[config.mk]
export PLATFORM = sky130hd
export DESIGN_NAME = multicycle_adder_ctrl
export DESIGN_NICKNAME = d
export VERILOG_FILES = /design/src/rtl/multicycle_adder_pkg.sv /design/src/rtl/multicycle_adder_ctrl_chunk_select_add.sv /design/src/rtl/multicycle_adder_ctrl.sv
export SDC_FILE = /design/constraint.sdc
export NUM_CORES = 1
export LEC_CHECK = 0
export CAP_MARGIN = 20
export CORE_ASPECT_RATIO = 0.7
export CORE_MARGIN = 3
export CORE_UTILIZATION = 45
export DETAILED_ROUTE_END_ITERATION = 16
export PLACE_DENSITY = 0.72
export SYNTH_ARGS = -nofsm -noshare
export SYNTH_HDL_FRONTEND = slang
export SYNTH_SLANG_ARGS = --single-unit
[constraint.sdc]
create_clock -name clk -period 12.2 [get_ports clk]
set_clock_uncertainty 0.1 [all_clocks]
set_input_delay 2.44 -clock clk [delete_from_list [all_inputs] [get_ports clk]]
set_output_delay 2.44 -clock clk [all_outputs]
set_load 0.03 [all_outputs]
[src/rtl/multicycle_adder_pkg.sv]
// multicycle_adder_pkg: FSM states and chunk sizing helpers for multicycle_adder_ctrl.
package multicycle_adder_pkg;
  typedef enum logic [1:0] {IDLE, RUN, DONE} state_t;
  function automatic int ceil_div(int w, int c);
    return (w + c - 1) / c;
  endfunction
  function automatic int last_w(int w, int c);
    return w - (ceil_div(w, c) - 1) * c;
  endfunction
  function automatic int idx_w(int n);
    return n > 1 ? $clog2(n) : 1;
  endfunction
endpackage

[src/rtl/multicycle_adder_ctrl_chunk_select_add.sv]
// chunk_select_add: combinational carry-select slice, a+b and a+b+1 chosen by s.
module chunk_select_add #(
  parameter int CHUNK = 32
) (
  input  logic [CHUNK-1:0] a,
  input  logic [CHUNK-1:0] b,
  input  logic             s,
  output logic [CHUNK-1:0] o,
  output logic             c
);
  logic [CHUNK:0] s0, s1;
  always_comb begin
    s0 = {1'b0, a} + {1'b0, b};
    s1 = {1'b0, a} + {1'b0, b} + (CHUNK+1)'(1);
    {c, o} = s ? s1 : s0;
  end
endmodule

[src/rtl/multicycle_adder_ctrl.sv]
// multicycle_adder_ctrl: WIDTH-bit add over NCHUNK cycles through one shared CHUNK-bit slice.
// Optional subtract mode (in_sub port) is enabled by defining MULTICYCLE_ADDER_SUB_EN.
module multicycle_adder_ctrl
  import multicycle_adder_pkg::*;
#(
  parameter int WIDTH = 128,
  parameter int CHUNK = 32
) (
  input  logic             clk,
  input  logic             rst_n,
  input  logic             in_valid,
  output logic             in_ready,
  input  logic [WIDTH-1:0] a,
  input  logic [WIDTH-1:0] b,
  input  logic             cin,
`ifdef MULTICYCLE_ADDER_SUB_EN
  input  logic             in_sub,
`endif
  output logic             out_valid,
  input  logic             out_ready,
  output logic [WIDTH-1:0] o,
  output logic             cout,
  output logic             busy
);
  localparam int NCHUNK = ceil_div(WIDTH, CHUNK);
  localparam int LAST_W = last_w(WIDTH, CHUNK);
  localparam int PW     = NCHUNK * CHUNK;
  localparam int IW     = idx_w(NCHUNK);
  state_t state_q, state_d;
  logic [PW-1:0] a_q, b_q, o_q;
  logic [IW-1:0] idx_q;
  logic [CHUNK-1:0] sa, sb, sum;
  logic [CHUNK:0] ext;
  logic carry_q, c, sub, accept, last;
`ifdef MULTICYCLE_ADDER_SUB_EN
  assign sub = in_sub;
`else
  assign sub = 1'b0;
`endif
  assign accept = (state_q == IDLE) && in_valid;
  assign last   = idx_q == IW'(NCHUNK - 1);
  assign o      = o_q[WIDTH-1:0];
  assign ext    = {c, sum};
  always_comb begin
    state_d   = state_q;
    in_ready  = state_q == IDLE;
    out_valid = state_q == DONE;
    busy      = state_q != IDLE;
    if (accept) state_d = RUN;
    else if (state_q == RUN && last) state_d = DONE;
    else if (state_q == DONE && out_ready) state_d = IDLE;
  end
  always_comb begin
    sa = '0;
    sb = '0;
    for (int i = 0; i < NCHUNK; i++)
      if (idx_q == IW'(i)) begin
        sa = a_q[i*CHUNK +: CHUNK];
        sb = b_q[i*CHUNK +: CHUNK];
      end
  end
  chunk_select_add #(.CHUNK(CHUNK)) u_slice (.a(sa), .b(sb), .s(carry_q), .o(sum), .c(c));
  // a padded last chunk has zero operand bits above LAST_W, so sum bit LAST_W is the true carry-out
  always_ff @(posedge clk or negedge rst_n) begin
    if (!rst_n) begin
      state_q <= IDLE;
      a_q     <= '0;
      b_q     <= '0;
      o_q     <= '0;
      idx_q   <= '0;
      carry_q <= 1'b0;
      cout    <= 1'b0;
    end else begin
      state_q <= state_d;
      if (accept) begin
        a_q     <= PW'(a);
        b_q     <= PW'(b ^ {WIDTH{sub}});
        carry_q <= sub | cin;
        idx_q   <= '0;
      end else if (state_q == RUN) begin
        for (int i = 0; i < NCHUNK; i++)
          if (idx_q == IW'(i)) o_q[i*CHUNK +: CHUNK] <= sum;
        carry_q <= c;
        idx_q   <= idx_q + 1'b1;
        if (last) cout <= ext[LAST_W];
      end
    end
  end
endmodule

==> impl_metrics.csv, run 1 <==
group,metric,value,unit
sta,tns,0,ns
yosys,synth_top_family_by_area,"multiplexers",
grt,antenna_found_initial,0,
cts,cts_buffer_depth,3,
die,die_w,249,um
finish,regArea,9760,um2
yosys,synth_edf_count,0,
flow_run,cap_violations,0,
detailed_routing,postRouteAntennaNets,0,
detailed_routing,vias_per_cell,5.52,
sta,timing.final.ws_setup,5.32,ns
power_and_ir_drop,p_switching,3.78,mW
min_path,hold_path_class,"flip-flop to flip-flop",
yosys,async_flop_share,100,%
critical_path,cp.arrival,7.15,ns
critical_path,slowest_stage,"a2111oi_1",
yosys,synth_nets,2037,
detailed_routing,first_pass_iters,5,
min_path,min_to,"o[52]",
sta,slew_headroom,29.3,%
placement,dpl_cell_area,22900,um2
die,die_h,176,um
finish,multi_input_area,8420,um2
yosys,synth-compound-area-share,14.7,%
min_path,hp-start,"o[52]",
power_and_ir_drop,vdd_drop_max,169,uV
power_and_ir_drop,p_per_area,340,nW/um2
detailed_routing,wl_per_cell,21.3,um
yosys,synth-main-ff-cell,"dfrtp_1",
die,core,40200,um2
critical_path,path_cells,"inv_1, ha_2, buf_4, nor2b_4, buf_4, a22oi_1, nor2_1, a21oi_1, o21ai_0, ha_1, a211oi_2, o21ai_2, a2111oi_1, o31ai_2, xor2_1, nand4_2, nor4_1, nand4_1, xnor2_1, o21ai_0",
cts,cts.sinks,390,
yosys,synth_warnings,0,
detailed_routing,drcViolationCount,0,
yosys,synth_seq_area_share,52.5,%
cts,cts-htree-levels,2,
cts,clk_pin_slew,0.07,ns
sta,hold_viol,0,
finish,diodes,0,
min_path,min_path_cells,2,
critical_path,crit_path_end_kind,"flip-flop",
finish,num-nets-final,2375,
placement,place_hpwl,41400,um
sta,period_minus_slack,6.88,ns
critical_path,critPathMaxStageDelay,0.79,ns
power_and_ir_drop,p_int,4.47,mW
grt,grt_pass1_vias,14572,
yosys,synth-simple-area-share,9.67,%
grt,grt_max_degree,113,
critical_path,cp-start-kind,"flip-flop",
cts,ctsResizeCount,0,
sta,setup_viol,0,
yosys,synthesis.instances,1738,
sta,slew_viol_final,0,
sta,holdWs,0.376,ns
critical_path,reg2reg_from,"idx_q[1]",
finish,fillers,3261,
die,fp-row-count,61,
die,pin_count,393,
die,initial_core_util,46.3,%
critical_path,critPathKind,"flip-flop to flip-flop",
power_and_ir_drop,p_clk_share,15.1,%
power_and_ir_drop,seq_power_share,27.5,%
sta,fin_crit_sh,56.4,%
grt,grt_pass1_wl,85800,um
yosys,syn_area_per_cell,10.7,um2
power_and_ir_drop,switching_share,45.8,%
finish,drive_above_1_share,17.1,%
critical_path,rrSetupSlack,5.32,ns
die,dieArea,43900,um2
detailed_routing,num_vias,14563,
critical_path,required,12.48,ns
cts,cts_tree,"yes",
placement,gp_congestion,0.910,
yosys,ys_ff_latch,390,
grt,grt.overflow.total,0,
yosys,synthXorXnorAreaFrac,2.45,%
yosys,synth_area,18600,um2
power_and_ir_drop,p_comb_share,57.5,%
cts,post_cts_buffers,0,
cts,cts_buffers,40,
grt,grt_usage,25.1,%
placement,io_buffers,392,
finish,final_area,24300,um2
yosys,synth_adder_area_share,2.60,%
critical_path,crit_cells,20,
cts,insertion_delay,0.56,ns
cts,hold_buffers,0,
critical_path,crit_path_max_fanout,67,
detailed_routing,drt_iter0_markers,1025,
critical_path,r2r-end,"o[62]",
critical_path,critPathTopFamily,"compound AO/OA/AOI/OAI gates",
critical_path,crit_buf_inv,3,
power_and_ir_drop,p_leak,10.1,nW
yosys,muxShareOfSynthArea,15.6,%
sta,rsz0062_at_grt,"false",
cts,cts_root_buf,"clkbuf_16",
critical_path,r2r_cells,20,
placement,dp_slack,5.50,ns
detailed_routing,postRouteWirelength,56100,um
outcome,outcome,"finished clean",
sta,fmax,145,MHz
yosys,yosys.cell_types.count,71,
sta,tightest_slew,1.06,ns
finish,areaGrowthSynthToFinish,30.5,%
-- power groups by stage --
stage / logic, mW / clock network (mW) / registers [mW]
after floorplan: 2.91 / 0 / 2.50
after global placement: 4.64 / 0 / 2.26
after detailed placement: 4.72 / 0 / 2.28
after CTS: 4.74 / 1.27 / 2.27
after global routing: 5.18 / 1.32 / 2.34
final: 4.74 / 1.24 / 2.26
-- cells in the mapped netlist (4+ instances only) --
library cell / n / share of area (%)
dfrtp_1: 390 / 52
mux2_2: 256 / 15
nand2_1: 244 / 4.9
o21ai_0: 213 / 5.7
nor2_1: 101 / 2.0
a21oi_1: 100 / 2.7
clkbuf_1: 95 / 1.9
a22oi_1: 65 / 2.6
ha_1: 37 / 2.5
xnor2_1: 34 / 1.6
xor2_1: 15 / 0.71
o21ai_1: 12 / 0.32
buf_2: 11 / 0.30
inv_1: 11 / 0.22
nor3_1: 11 / 0.30
a21o_1: 10 / 0.40
nor2b_1: 9 / 0.30
nand3_1: 8 / 0.22
o211ai_1: 8 / 0.32
nand4_1: 7 / 0.24
a211oi_1: 6 / 0.24
and3_1: 6 / 0.20
buf_1: 5 / 0.10
nand2b_1: 5 / 0.17
nor4_1: 5 / 0.17
and2_1: 4 / 0.13
o2111ai_1: 4 / 0.19
o21bai_1: 4 / 0.16
or3_1: 4 / 0.13
-- sequential cells by signal, summed over array words and instances (netlist names) --
register	count
o	128
a_q	128
idx_q	2
carry_q	1
cout	1
state_q	2
b_q	128
-- layer usage --
layer	share of wire [%]	up-vias	global-route usage (%)
met4	2.7	0	6.43
met1	44	7207	34.8
met2	48	442	41.2
met5	0	-	0
li1	-	6823	-
met3	5.4	91	4.45
-- placed cells by master (no fill, tap or decap), types with 4 or more instances in the layout --
cell             Yosys  final
a211oi_1             6      6
a21o_1              10     10
a21oi_1            100    100
a22oi_1             65     65
and3_1               6      6
buf_4                1     14
bufinv_16            0      4
clkbuf_1            95      7
clkbuf_16            0     40
clkbuf_8             0      7
clkdlybuf4s50_1      0    391
clkinv_2             0      5
dfrtp_1            390    390
ha_1                37     34
inv_1               11     11
mux2_2             256    256
nand2_1            244    240
nand2_2              0      4
nand2b_1             5      5
nand3_1              8      8
nand4_1              7      7
nor2_1             101    101
nor2b_1              9      8
nor3_1              11     11
nor4_1               5      5
o2111ai_1            4      4
o211ai_1             8      8
o21ai_0            213    213
o21ai_1             12     12
o21bai_1             4      4
or3_1                4      4
xnor2_1             34     34
xor2_1              15     15
-- final cells by class --
type / instances / area share, %
clock inverters: 13 / 0.773
well taps: 535 / 2.76
inverters: 11 / 0.170
clock buffers: 54 / 4.63
flip-flops and latches: 390 / 40.2
multi-input cells: 1225 / 34.7
repair buffers: 408 / 16.8
-- cells by family after synthesis --
family          Yosys count
buf+inv                 123
compound gates          458
mux                     258
xor+xnor                 50
fa+ha+maj                38
flops                   390
simple gates            421
-- metrics by stage --
stage | util (%) | std cells | power, mW
finish | 60.4 | 2636 | 8.25
global route | 60.4 | 2636 | 8.83
floorplan | - | 1738 | 5.42
detailed placement | 57.0 | 2567 | 7.00
global placement | 57.0 | 2567 | 6.90
CTS | 60.2 | 2634 | 8.27
-- worst max path at each step --
stage	endpoint	start	slack (ns)
global placement	o[94]	idx_q[1]	5.66
floorplan	o[127]	idx_q[0]	7.17
finish	o[62]	idx_q[1]	5.32
CTS	o[94]	idx_q[1]	5.38
global route	o[126]	idx_q[1]	4.76
detailed placement	o[62]	idx_q[1]	5.50
-- worst min-delay path, cell delays in order (launching register included) --
cell and delay [ns]:
dfrtp_1 0.34, nand2_1 0.05, o21ai_0 0.06
Power figures use the tool's default switching activity.
==> run 2, diff against run 1 <==
--- a/config.mk
+++ b/config.mk
@@ -10,7 +10,7 @@
 export CORE_MARGIN = 3
 export CORE_UTILIZATION = 45
 export DETAILED_ROUTE_END_ITERATION = 16
-export PLACE_DENSITY = 0.72
+export PLACE_DENSITY = 0.75
 export SYNTH_ARGS = -nofsm -noshare
 export SYNTH_HDL_FRONTEND = slang
 export SYNTH_SLANG_ARGS = --single-unit
==> constraint.sdc (replaced) <==
create_clock -name clk -period 5.65 [get_ports clk]
set_clock_uncertainty 0.1 [all_clocks]
set_input_delay 1.13 -clock clk [delete_from_list [all_inputs] [get_ports clk]]
set_output_delay 1.13 -clock clk [all_outputs]
set_load 0.03 [all_outputs]
==> run 2 against run 1 <==
Effect of this change:
- non-clock buffer count increased by 30
- die area is the same
- fmax increased by 28%
- setup slack got worse by 5.1 ns
- flip-flop and latch count did not move
- sequential power grew 120%
- sequential share of layout area shrank 0.67 points
- largest cell class unchanged
- largest power group unchanged
==> impl_metrics.csv, run 2 (synthesis results as in run 1) <==
group,metric,value,unit
power_and_ir_drop,finalPower,18.4,mW
die,fp-row-count,61,
die,initial_core_util,46.3,%
finish,num-nets-final,2405,
sta,rsz0062_at_grt,"true",
critical_path,slowest_stage,"or4_1",
cts,cts-htree-levels,2,
critical_path,reg2reg_from,"idx_q[0]",
min_path,min_to,"o[105]",
grt,grt_pass1_wl,88600,um
power_and_ir_drop,p_per_area,744,nW/um2
grt,grt_max_degree,122,
grt,grt_pass1_vias,15173,
outcome,outcome,"finished clean",
power_and_ir_drop,vdd_drop_max,434,uV
placement,gp_congestion,0.894,
critical_path,crit_buf_inv,2,
critical_path,critPathMaxStageDelay,0.60,ns
critical_path,crit_path_max_fanout,16,
grt,antenna_found_initial,4,
finish,areaGrowthSynthToFinish,32.7,%
detailed_routing,drcViolationCount,0,
grt,grt.overflow.total,0,
sta,slew_headroom,42.5,%
detailed_routing,postRouteWirelength,57800,um
power_and_ir_drop,p_leak,10.3,nW
finish,drive_above_1_share,19.1,%
critical_path,critPathKind,"flip-flop to flip-flop",
placement,dpl_cell_area,23200,um2
placement,io_buffers,392,
cts,cts_buffers,40,
sta,hold_viol,0,
finish,final_cell_mix,"clkdlybuf4s50_1 (391), dfrtp_1 (389), mux2_2 (256), nand2_1 (240), o21ai_0 (211)",
cts,cts_root_buf,"clkbuf_16",
critical_path,cp-start-kind,"flip-flop",
detailed_routing,postRouteAntennaNets,0,
detailed_routing,wl_per_cell,21.6,um
placement,place_hpwl,42600,um
grt,grt_usage,25.8,%
critical_path,crit_path_end_kind,"flip-flop",
sta,setup_viol,0,
die,pin_count,393,
finish,final_cells,2672,
cts,cts_tree,"yes",
cts,cts.sinks,390,
die,die_h,176,um
detailed_routing,drt_iter0_markers,1083,
sta,fin_crit_sh,95.2,%
critical_path,rrSetupSlack,0.27,ns
sta,fmax,186,MHz
detailed_routing,first_pass_iters,5,
critical_path,critPathTopFamily,"simple AND/OR/NAND/NOR gates",
flow_run,cap_violations,0,
die,die_w,249,um
finish,final_area,24700,um2
finish,fin_util,61.4,%
detailed_routing,num_vias,14826,
finish,mostFrequentLayoutCell,"clkdlybuf4s50_1",
critical_path,cp.arrival,5.68,ns
critical_path,path_cells,"inv_1, ha_1, nor2b_4, buf_4, a22oi_1, nor2_1, a21oi_1, o21ai_0, ha_1, nand2_1, o21ai_1, a21oi_1, or3_1, and3_4, xnor2_4, nand4_2, or4_1, nor3b_2, xnor2_1, o21ai_1",
critical_path,r2r-end,"o[127]",
placement,dp_cells,2589,
sta,tightest_slew,0.863,ns
sta,slew_viol_final,0,
cts,cts_buffer_depth,3,
sta,period_minus_slack,5.38,ns
min_path,hold_path_class,"flip-flop to flip-flop",
cts,insertion_delay,0.56,ns
cts,hold_buffers,0,
die,dieArea,43900,um2
die,core,40200,um2
detailed_routing,vias_per_cell,5.55,
cts,clk_pin_slew,0.06,ns
critical_path,required,5.95,ns
critical_path,r2r_cells,20,
min_path,hp-start,"o[105]",
min_path,min_path_cells,2,
-- run 2: changes by cell type in the layout (fill, tap and decap cells not counted), moves of 3 or more --
cell        before  now
clkbuf_1         7   11
buf_12           1    7
ha_2             1    4
buf_4           14   36
clkinv_2         5    1
clkinvlp_4       0    3
ha_1            34   30
-- run 2: metal layers --
layer | GRT usage [%] | up-vias | part of all wire, %
met5 | 0 | - | 0.055
met4 | 8.19 | 4 | 3.1
met3 | 4.84 | 107 | 6.3
met2 | 43.2 | 457 | 48
met1 | 34.3 | 7362 | 42
li1 | - | 6896 | -
-- run 2: timing repair --
action                     in CTS  in global routing
gates resized for setup         1                 22
pin swaps                       0                  4
setup endpoints to repair      26                 46
cloned                          0                  1
setup buffers                   0                  7
-- run 2: power by group --
| group | total [mW] | internal [mW] | leakage, nW | switching, mW |
|---|---|---|---|---|
| combinational | 10.8 | 4.34 | 4.83 | 6.46 |
| clock | 2.66 | 1.54 | 0.630 | 1.12 |
| sequential | 4.92 | 4.13 | 4.80 | 0.794 |
| total | 18.4 | 10.0 | 10.3 | 8.38 |
-- run 2: metrics by stage --
step | setup TNS (ns) | setup slack (ns) | hold WS, ns
floorplan | 0 | 0.619 | 0.381
global placement | 0 | 0.0747 | 0.361
detailed placement | -0.460 | -0.0662 | 0.369
CTS | 0 | 0.0709 | 0.383
global route | -0.116 | -0.0575 | 0.401
finish | 0 | 0.268 | 0.379
-- run 2: final cells by class --
| cell class | count | area, um2 |
|---|---|---|
| antenna | 2 | 5.00 |
| clock buffer | 60 | 1180 |
| clock inverter | 11 | 131 |
| fill | 3247 | 15500 |
| inverter | 11 | 41.3 |
| multi-input combinational | 1225 | 8510 |
| sequential | 390 | 9760 |
| tap | 535 | 669 |
| timing repair buffer | 438 | 4400 |
-- run 2: worst max path at each step --
| stage | start | end | slack (ns) | cells after the start |
|---|---|---|---|---|
| floorplan | idx_q[0] | o[127] | 0.62 | 22 |
| global placement | idx_q[1] | o[59] | 0.07 | 21 |
| detailed placement | idx_q[0] | o[26] | -0.07 | 19 |
| CTS | idx_q[0] | o[23] | 0.07 | 22 |
| global route | idx_q[0] | o[122] | -0.06 | 22 |
| finish | idx_q[0] | o[127] | 0.27 | 20 |
-- run 2: tightest hold or removal path, cell delays in order, from the launching register on --
cell and delay (ns):
dfrtp_1 0.34, nand2_1 0.04, o21ai_0 0.06
